[src/rtl/tap_pkg.sv]
// Shared constants for the JTAG IR/DR datapath: TAP state codes, default
// opcodes, the IDCODE register width and the DR-select type.
package tap_pkg;

   // TAP controller state codes as observed on state_obs3..0
   localparam logic [3:0] ST_TLR      = 4'b0000;
   localparam logic [3:0] ST_RTI      = 4'b0001;
   localparam logic [3:0] ST_SEL_DR   = 4'b0010;
   localparam logic [3:0] ST_CAP_DR   = 4'b0011;
   localparam logic [3:0] ST_SH_DR    = 4'b0100;
   localparam logic [3:0] ST_EX1_DR   = 4'b0101;
   localparam logic [3:0] ST_PAUSE_DR = 4'b0110;
   localparam logic [3:0] ST_EX2_DR   = 4'b0111;
   localparam logic [3:0] ST_UPD_DR   = 4'b1000;
   localparam logic [3:0] ST_SEL_IR   = 4'b1001;
   localparam logic [3:0] ST_CAP_IR   = 4'b1010;
   localparam logic [3:0] ST_SH_IR    = 4'b1011;
   localparam logic [3:0] ST_EX1_IR   = 4'b1100;
   localparam logic [3:0] ST_PAUSE_IR = 4'b1101;
   localparam logic [3:0] ST_EX2_IR   = 4'b1110;
   localparam logic [3:0] ST_UPD_IR   = 4'b1111;

   // Default opcodes for a 4-bit instruction register
   localparam logic [3:0] INSN_BYPASS_DEF = 4'b1111;
   localparam logic [3:0] INSN_IDCODE_DEF = 4'b0001;
   localparam logic [3:0] INSN_USER_DEF   = 4'b1000;

   // Width of the IDCODE data register
   localparam int IDCODE_W = 32;

   // Which data register sits between TDI and TDO
   typedef enum logic [1:0] {
      DR_BYPASS = 2'd0,
      DR_IDCODE = 2'd1,
      DR_USER   = 2'd2
   } dr_sel_e;

endpackage

[src/rtl/tap_ir_dr_path_if.sv]
// Strobe interface between the TAP datapath and one external user data
// register. The datapath is the master; the user DR is the slave.
interface tap_ir_dr_path_if;

   logic user_sel;
   logic user_capture;
   logic user_shift;
   logic user_update;
   logic user_tdo;

   modport master (
      output user_sel,
      output user_capture,
      output user_shift,
      output user_update,
      input  user_tdo
   );

   modport slave (
      input  user_sel,
      input  user_capture,
      input  user_shift,
      input  user_update,
      output user_tdo
   );

endinterface

[src/rtl/tap_ir_reg.sv]
// JTAG instruction register: capture of the fixed "..01" pattern, serial
// shift from TDI, parallel update into ir_out, and reload of IDCODE on
// reset or Test-Logic-Reset.
module tap_ir_reg
   import tap_pkg::*;
#(
   parameter int               IR_W        = 4,
   parameter logic [IR_W-1:0]  INSN_IDCODE = IR_W'(INSN_IDCODE_DEF)
)(
   input  logic            clk,
   input  logic            TRST_n,
   input  logic [3:0]      tap_state,
   input  logic            TDI,
   output logic [IR_W-1:0] ir_out,
   output logic            ir_tdo
);

   localparam logic [IR_W-1:0] IR_CAPTURE = IR_W'(1);

   logic [IR_W-1:0] ir_shift;

   // Shift stage captures/shifts; the instruction only changes on UpdIR or TLR
   always_ff @(posedge clk or negedge TRST_n) begin
      if (!TRST_n) begin
         ir_out   <= INSN_IDCODE;
         ir_shift <= IR_CAPTURE;
      end else begin
         case (tap_state)
            ST_TLR:    ir_out   <= INSN_IDCODE;
            ST_CAP_IR: ir_shift <= IR_CAPTURE;
            ST_SH_IR:  ir_shift <= {TDI, ir_shift[IR_W-1:1]};
            ST_UPD_IR: ir_out   <= ir_shift;
            default:   ;
         endcase
      end
   end

   assign ir_tdo = ir_shift[0];

endmodule

[src/rtl/tap_ir_dr_path.sv]
// JTAG IR/DR datapath downstream of the TAP state controller: instruction
// register, BYPASS and IDCODE data registers, TDO mux and the strobes for
// one external user DR.
// Optional feature macro TAP_DR_SHIFT_CNT_EN adds a saturating count of
// ShDR cycles since the last CapDR on output dr_shift_cnt.
module tap_ir_dr_path
   import tap_pkg::*;
#(
   parameter int                  IR_W        = 4,
   parameter logic [IDCODE_W-1:0] IDCODE_VAL  = 32'h1000_0001,
   parameter logic [IR_W-1:0]     INSN_IDCODE = IR_W'(INSN_IDCODE_DEF),
   parameter logic [IR_W-1:0]     INSN_USER   = IR_W'(INSN_USER_DEF)
)(
   input  logic            clk,
   input  logic            TRST_n,
   input  logic [3:0]      tap_state,
   input  logic            TDI,
   output logic            TDO,
   output logic            tdo_en,
   output logic [IR_W-1:0] ir_out,
`ifdef TAP_DR_SHIFT_CNT_EN
   output logic [15:0]     dr_shift_cnt,
`endif
   tap_ir_dr_path_if.master user_dr
);

   logic                ir_tdo;
   logic                bypass_ff;
   logic [IDCODE_W-1:0] id_shift;
   dr_sel_e             dr_sel;

   tap_ir_reg #(
      .IR_W        (IR_W),
      .INSN_IDCODE (INSN_IDCODE)
   ) u_ir_reg (
      .clk       (clk),
      .TRST_n    (TRST_n),
      .tap_state (tap_state),
      .TDI       (TDI),
      .ir_out    (ir_out),
      .ir_tdo    (ir_tdo)
   );

   // DR path chosen from the updated instruction only, so an IR scan in flight cannot redirect it
   always_comb begin
      dr_sel = DR_BYPASS;
      if (ir_out == INSN_IDCODE)
         dr_sel = DR_IDCODE;
      else if (ir_out == INSN_USER)
         dr_sel = DR_USER;
   end

   // BYPASS and IDCODE registers capture in CapDR and shift in ShDR; the user DR lives outside
   always_ff @(posedge clk or negedge TRST_n) begin
      if (!TRST_n) begin
         bypass_ff <= 1'b0;
         id_shift  <= '0;
      end else begin
         case (tap_state)
            ST_CAP_DR: begin
               if (dr_sel == DR_IDCODE)
                  id_shift <= IDCODE_VAL;
               else if (dr_sel == DR_BYPASS)
                  bypass_ff <= 1'b0;
            end
            ST_SH_DR: begin
               if (dr_sel == DR_IDCODE)
                  id_shift <= {TDI, id_shift[IDCODE_W-1:1]};
               else if (dr_sel == DR_BYPASS)
                  bypass_ff <= TDI;
            end
            default: ;
         endcase
      end
   end

`ifdef TAP_DR_SHIFT_CNT_EN
   // Saturating count of ShDR cycles since the last CapDR
   always_ff @(posedge clk or negedge TRST_n) begin
      if (!TRST_n)
         dr_shift_cnt <= '0;
      else if (tap_state == ST_CAP_DR)
         dr_shift_cnt <= '0;
      else if (tap_state == ST_SH_DR && dr_shift_cnt != 16'hFFFF)
         dr_shift_cnt <= dr_shift_cnt + 16'd1;
   end
`endif

   // TDO is driven only while shifting; anything else (including unknown codes) keeps it quiet
   always_comb begin
      TDO    = 1'b0;
      tdo_en = 1'b0;
      case (tap_state)
         ST_SH_IR: begin
            TDO    = ir_tdo;
            tdo_en = 1'b1;
         end
         ST_SH_DR: begin
            tdo_en = 1'b1;
            case (dr_sel)
               DR_IDCODE: TDO = id_shift[0];
               DR_USER:   TDO = user_dr.user_tdo;
               default:   TDO = bypass_ff;
            endcase
         end
         default: ;
      endcase
   end

   // User DR strobes follow the TAP state directly, gated by the USER instruction
   always_comb begin
      user_dr.user_sel     = (ir_out == INSN_USER);
      user_dr.user_capture = user_dr.user_sel && (tap_state == ST_CAP_DR);
      user_dr.user_shift   = user_dr.user_sel && (tap_state == ST_SH_DR);
      user_dr.user_update  = user_dr.user_sel && (tap_state == ST_UPD_DR);
   end

endmodule

[src/flat_wrapper.sv]
// flat-port wrapper written by rule: the top's interface ports become plain ports
module tap_ir_dr_path_flat import tap_pkg::*;
#(
   parameter int                  IR_W        = 4,
   parameter logic [IDCODE_W-1:0] IDCODE_VAL  = 32'h1000_0001,
   parameter logic [IR_W-1:0]     INSN_IDCODE = IR_W'(INSN_IDCODE_DEF),
   parameter logic [IR_W-1:0]     INSN_USER   = IR_W'(INSN_USER_DEF)
)
  (clk, TRST_n, tap_state, TDI, TDO, tdo_en, ir_out, user_dr_user_sel, user_dr_user_capture, user_dr_user_shift, user_dr_user_update, user_dr_user_tdo);
  tap_ir_dr_path_if user_dr_i ();
  input  logic clk;
  input  logic TRST_n;
  input  logic [3:0] tap_state;
  input  logic TDI;
  output logic TDO;
  output logic tdo_en;
  output logic [IR_W-1:0] ir_out;
  output wire logic [$bits(user_dr_i.user_sel)-1:0] user_dr_user_sel;
  output wire logic [$bits(user_dr_i.user_capture)-1:0] user_dr_user_capture;
  output wire logic [$bits(user_dr_i.user_shift)-1:0] user_dr_user_shift;
  output wire logic [$bits(user_dr_i.user_update)-1:0] user_dr_user_update;
  input wire logic [$bits(user_dr_i.user_tdo)-1:0] user_dr_user_tdo;
  assign user_dr_user_sel = user_dr_i.user_sel;
  assign user_dr_user_capture = user_dr_i.user_capture;
  assign user_dr_user_shift = user_dr_i.user_shift;
  assign user_dr_user_update = user_dr_i.user_update;
  assign user_dr_i.user_tdo = user_dr_user_tdo;
  tap_ir_dr_path #(.IR_W(IR_W), .IDCODE_VAL(IDCODE_VAL), .INSN_IDCODE(INSN_IDCODE), .INSN_USER(INSN_USER)) u_core (.clk(clk), .TRST_n(TRST_n), .tap_state(tap_state), .TDI(TDI), .TDO(TDO), .tdo_en(tdo_en), .ir_out(ir_out), .user_dr(user_dr_i));
endmodule
[config.mk]
export PLATFORM = sky130hd
export DESIGN_NAME = tap_ir_dr_path_flat
export DESIGN_NICKNAME = d
export VERILOG_FILES = /design/src/rtl/tap_pkg.sv /design/src/rtl/tap_ir_dr_path_if.sv /design/src/rtl/tap_ir_reg.sv /design/src/rtl/tap_ir_dr_path.sv /design/src/flat_wrapper.sv
export SDC_FILE = /design/constraint.sdc
export NUM_CORES = 1
export LEC_CHECK = 0
export ABC_AREA = 1
export ABC_CLOCK_PERIOD_IN_PS = 2100
export CAP_MARGIN = 20
export CORE_ASPECT_RATIO = 0.9
export CORE_MARGIN = 8
export CORE_UTILIZATION = 35
export CTS_CLUSTER_DIAMETER = 200
export DETAILED_ROUTE_END_ITERATION = 6
export PLACE_DENSITY = 0.51
export SLEW_MARGIN = 15
export SYNTH_ARGS = -nofsm -noshare
export SYNTH_HDL_FRONTEND = slang
export SYNTH_SLANG_ARGS = --single-unit
export TNS_END_PERCENT = 50
[constraint.sdc]
create_clock -name clk -period 2.1 [get_ports clk]
set_input_delay 0.42 -clock clk [delete_from_list [all_inputs] [get_ports clk]]
set_output_delay 0.42 -clock clk [all_outputs]
set_load 0.01 [all_outputs]
==> impl_metrics.prom, run 1 <==
# TYPE chip_impl_metric gauge
chip_impl_metric{name="i_o_pin_count",unit=""} 18
chip_impl_metric{name="tns",unit="ns"} 0
chip_impl_metric{name="drt_pass1_iterations",unit=""} 4
chip_impl_metric{name="detailroute.via_count",unit=""} 1375
chip_impl_metric{name="synthesis.instances",unit=""} 208
chip_impl_metric{name="detailedPlacementHpwl",unit="mm"} 2.296
chip_impl_metric{name="cp_data_arrival_time",unit="ns"} 1.64
chip_impl_metric{name="report.final.slew_viol_count",unit=""} 0
chip_impl_metric{name="initial_core_util",unit="%"} 36.66
chip_impl_info{name="start_kind",value="input pin"} 1
chip_impl_info{name="worst_path_max_delay_cell",value="clkdlybuf4s50_1"} 1
chip_impl_info{name="nature_of_the_critical_path_endpoint",value="output port"} 1
chip_impl_metric{name="achievable-frequency",unit="GHz"} 0.4854
chip_impl_metric{name="final_layout_size_suffix_gt1_share",unit="%"} 14.83
chip_impl_metric{name="worst-path-buf-inv",unit=""} 3
chip_impl_metric{name="slowest_delay",unit="ns"} 0.46
chip_impl_metric{name="power_density",unit="mW/mm²"} 889.9
chip_impl_metric{name="ys_ff_latch",unit=""} 41
chip_impl_metric{name="grt_max_degree",unit=""} 42
chip_impl_metric{name="yosys-mux-area-fraction",unit="%"} 0
chip_impl_metric{name="grt_pass1_wl",unit="mm"} 6.168
chip_impl_metric{name="placed_cells",unit=""} 292
chip_impl_metric{name="setup_viol_count_final",unit=""} 0
chip_impl_info{name="cpMostUsedCell",value="nand2_1"} 1
chip_impl_metric{name="report.power.total",unit="mW"} 1.928
chip_impl_info{name="tritoncts_clock_tree",value="yes"} 1
chip_impl_metric{name="synth_xor_area_share",unit="%"} 0
chip_impl_metric{name="remaining_drc_errors",unit=""} 0
chip_impl_metric{name="fin_skew",unit="ns"} 0.004251
chip_impl_metric{name="post_synthesis_mean_instance_area",unit="µm²"} 8.626
chip_impl_metric{name="htree_num_levels",unit=""} 2
chip_impl_metric{name="route.detailed.wl_per_inst",unit="µm"} 11.65
chip_impl_metric{name="antenna_left",unit=""} 0
chip_impl_metric{name="grt_remaining_overflow",unit=""} 0
chip_impl_metric{name="cts_buffer_depth",unit=""} 2
chip_impl_info{name="result_of_the_run",value="finished clean"} 1
chip_impl_info{name="cts_root_buffer",value="clkbuf_8"} 1
chip_impl_info{name="hp-class",value="in2async"} 1
chip_impl_metric{name="synth_area",unit="mm²"} 0.001794
chip_impl_metric{name="detail_route.wirelength",unit="mm"} 3.507
chip_impl_info{name="critPathTopFamily",value="buffers and inverters"} 1
chip_impl_info{name="grt_setup_unrepaired",value="yes"} 1
chip_impl_metric{name="hold_buffers",unit=""} 0
chip_impl_metric{name="grt_pass1_vias",unit=""} 1333
chip_impl_metric{name="timing.final.crit_share",unit="%"} 98.10
chip_impl_metric{name="core.rowCount",unit=""} 24
chip_impl_metric{name="synth-warning-count",unit=""} 0
chip_impl_metric{name="syn-num-nets",unit=""} 216
chip_impl_metric{name="clock_insertion_delay_worst_skew",unit="ns"} 0.28
chip_impl_metric{name="synth-simple-area-share",unit="%"} 30.89
chip_impl_metric{name="final_core_util",unit="%"} 44.27
chip_impl_metric{name="synthDistinctLibCells",unit=""} 22
chip_impl_metric{name="buffer_ports.inserted",unit=""} 17
chip_impl_metric{name="ir_drop",unit="µV"} 471.7
chip_impl_metric{name="numCtsBuffers",unit=""} 5
chip_impl_metric{name="synth-compound-area-share",unit="%"} 4.114
chip_impl_metric{name="dieWidth",unit="µm"} 91.47
chip_impl_metric{name="groute.usage.overall",unit="%"} 9.694
chip_impl_metric{name="worst-slew-pin-transition",unit="ns"} 0.5246
chip_impl_metric{name="slew-limit-headroom",unit="%"} 65.03
chip_impl_metric{name="critical_path.max_fanout",unit=""} 3
chip_impl_metric{name="fin_nets",unit=""} 243
chip_impl_metric{name="hold_violations",unit=""} 0
chip_impl_metric{name="ant_diodes",unit=""} 0
chip_impl_metric{name="min_cycle_time_layout",unit="ns"} 2.060
chip_impl_metric{name="cellLeakagePower",unit="nW"} 1.205
chip_impl_info{name="synth_top_family_by_area",value="simple AND/OR/NAND/NOR gates"} 1
chip_impl_metric{name="critPathRequiredTime",unit="ns"} 1.68
chip_impl_metric{name="antenna_found_initial",unit=""} 0
chip_impl_metric{name="maxCapViolCount",unit=""} 0
chip_impl_metric{name="vias_per_cell",unit=""} 4.568
chip_impl_metric{name="clock_sinks",unit=""} 41
chip_impl_metric{name="detail_route.iter0.violations",unit=""} 125
chip_impl_metric{name="syn2layout_area_growth",unit="%"} 20.78
chip_impl_metric{name="routability_cong",unit=""} 0.7660
chip_impl_metric{name="synth_seq_area_share",unit="%"} 57.32
chip_impl_metric{name="core",unit="mm²"} 0.004895
chip_impl_metric{name="non_filler_instance_count_after_layout",unit=""} 301
chip_impl_metric{name="die_height",unit="µm"} 83.93
chip_impl_info{name="critical_path_class",value="in2out"} 1
chip_impl_metric{name="holdWs",unit="ns"} 0.1823
chip_impl_info{name="cp_cell_sequence",value="clkdlybuf4s50_1 > inv_1 > nand2_1 > nor2_2 > nand2_1 > nand2_1 > dlygate4sd2_1"} 1
chip_impl_metric{name="synthAdderAreaFrac",unit="%"} 0
chip_impl_metric{name="die-area",unit="mm²"} 0.007677
chip_impl_metric{name="clk_pin_slew",unit="ns"} 0.07
-- area by class of cell --
class	instances	area, µm²
clock buffers	7	86.33
clock inverters	1	30.03
fillers	503	2728
inverters	17	63.81
multi-input cells	141	633.1
flip-flops and latches	41	1028
well taps	65	81.33
repair buffers	29	244.0
-- through the flow --
step	worst slack, ns	instance area [µm²]
finish	0.03998	2167
global route	-0.01498	2167
CTS	0.002827	2168
detailed placement	-0.2589	2049
global placement	-0.2385	2049
floorplan	0.5682	1794
-- power breakdown --
part	total (mW)	leakage, nW	internal [mW]	switching [mW]
clock	0.649	0.0585	0.388	0.262
combinational	0.356	0.593	0.130	0.226
sequential	0.924	0.553	0.879	0.0443
total	1.93	1.20	1.40	0.532
-- registers in the layout, indices dropped and copies added, names as in the netlist --
name and flops:
u_core.bypass_ff 1, u_core.id_shift 32, u_core.u_ir_reg.ir_out 4, u_core.u_ir_reg.ir_shift 4
-- final timing paths --
path / start / endpoint / depth (start not counted) / slack (ns)
max: tap_state[2] / tdo_en / 7 / 0.04
min: TRST_n / u_core.u_ir_reg.ir_out[3]$_DFFE_PN0P_ / 2 / 0.18
max reg2reg: u_core.u_ir_reg.ir_out[0]$_DFFE_PN1P_ / u_core.id_shift[3]$_DFFE_PN0P_ / 7 / 0.60
min reg2reg: u_core.id_shift[24]$_DFFE_PN0P_ / u_core.id_shift[24]$_DFFE_PN0P_ / 2 / 0.47
max in group asynchronous: TRST_n / u_core.id_shift[16]$_DFFE_PN0P_ / 2 / 1.54
min in group clk: u_core.id_shift[24]$_DFFE_PN0P_ / u_core.id_shift[24]$_DFFE_PN0P_ / 2 / 0.47
-- cell usage after synthesis, drive strengths merged --
master	count	share of area, %
nand2	79	17
dfrtp	39	54
nand3	37	11
inv	16	3.3
nor2	12	2.9
buf	9	4.1
o21ai	5	1.6
o22ai	5	1.7
a21oi	2	0.77
dfstp	2	2.9
clkinv	1	0.21
nor3	1	0.28
-- worst register-to-register path: stages (launching register included) --
cell and delay, ns:
dfstp_2 0.54, inv_1 0.06, nor2_2 0.11, nand2_2 0.08, inv_2 0.15, buf_4 0.30, nand3_1 0.13, nand2_1 0.09
-- cells in the final DEF (no fill, tap or decap) --
cell,n
o22ai_1,5
clkbuf_1,1
nand2_4,1
nor2_2,4
clkbuf_2,2
nand3_2,1
buf_4,12
nand2_2,2
clkbuf_8,6
nand3_1,36
buf_2,1
dlygate4sd2_1,3
bufinv_16,1
dlymetal6s2s_1,1
inv_1,15
nor3_1,1
clkinv_1,1
dfstp_2,2
nand2_1,76
o21ai_0,2
a21oi_1,1
dfrtp_1,39
inv_2,1
o21ai_2,1
nor2_1,8
a21oi_2,1
o21ai_1,2
clkdlybuf4s50_1,10
-- logic make-up (layout without fill, tap and decap cells) --
group	after synthesis	count (layout)
buf+inv	26	54
simple gates	129	129
flops	41	41
compound gates	12	12
-- timing repair --
action	CTS	global route
pin swaps	1	0
endpoints found under the setup margin	5	5
setup buffers	1	0
gates resized for setup	6	6
endpoints found under the hold margin	0	0
-- per-layer routing --
layer  vias to the layer above  routed length [µm]  global-route usage (%)
met4                         0                  44                   3.566
met1                       638                1772                   12.33
li1                        717                   -                       -
met2                        15                1543                   15.04
met3                         5                 147                   2.878
met5                         -                   0                       0
Note: power is estimated with default switching activity, not from simulation.
==> inputs of run 2 (changes only) <==
SLEW_MARGIN = 0   (was 15)
==> results of run 2 <==
Same layout as run 1: the final DEF is identical, and so are final timing and power.
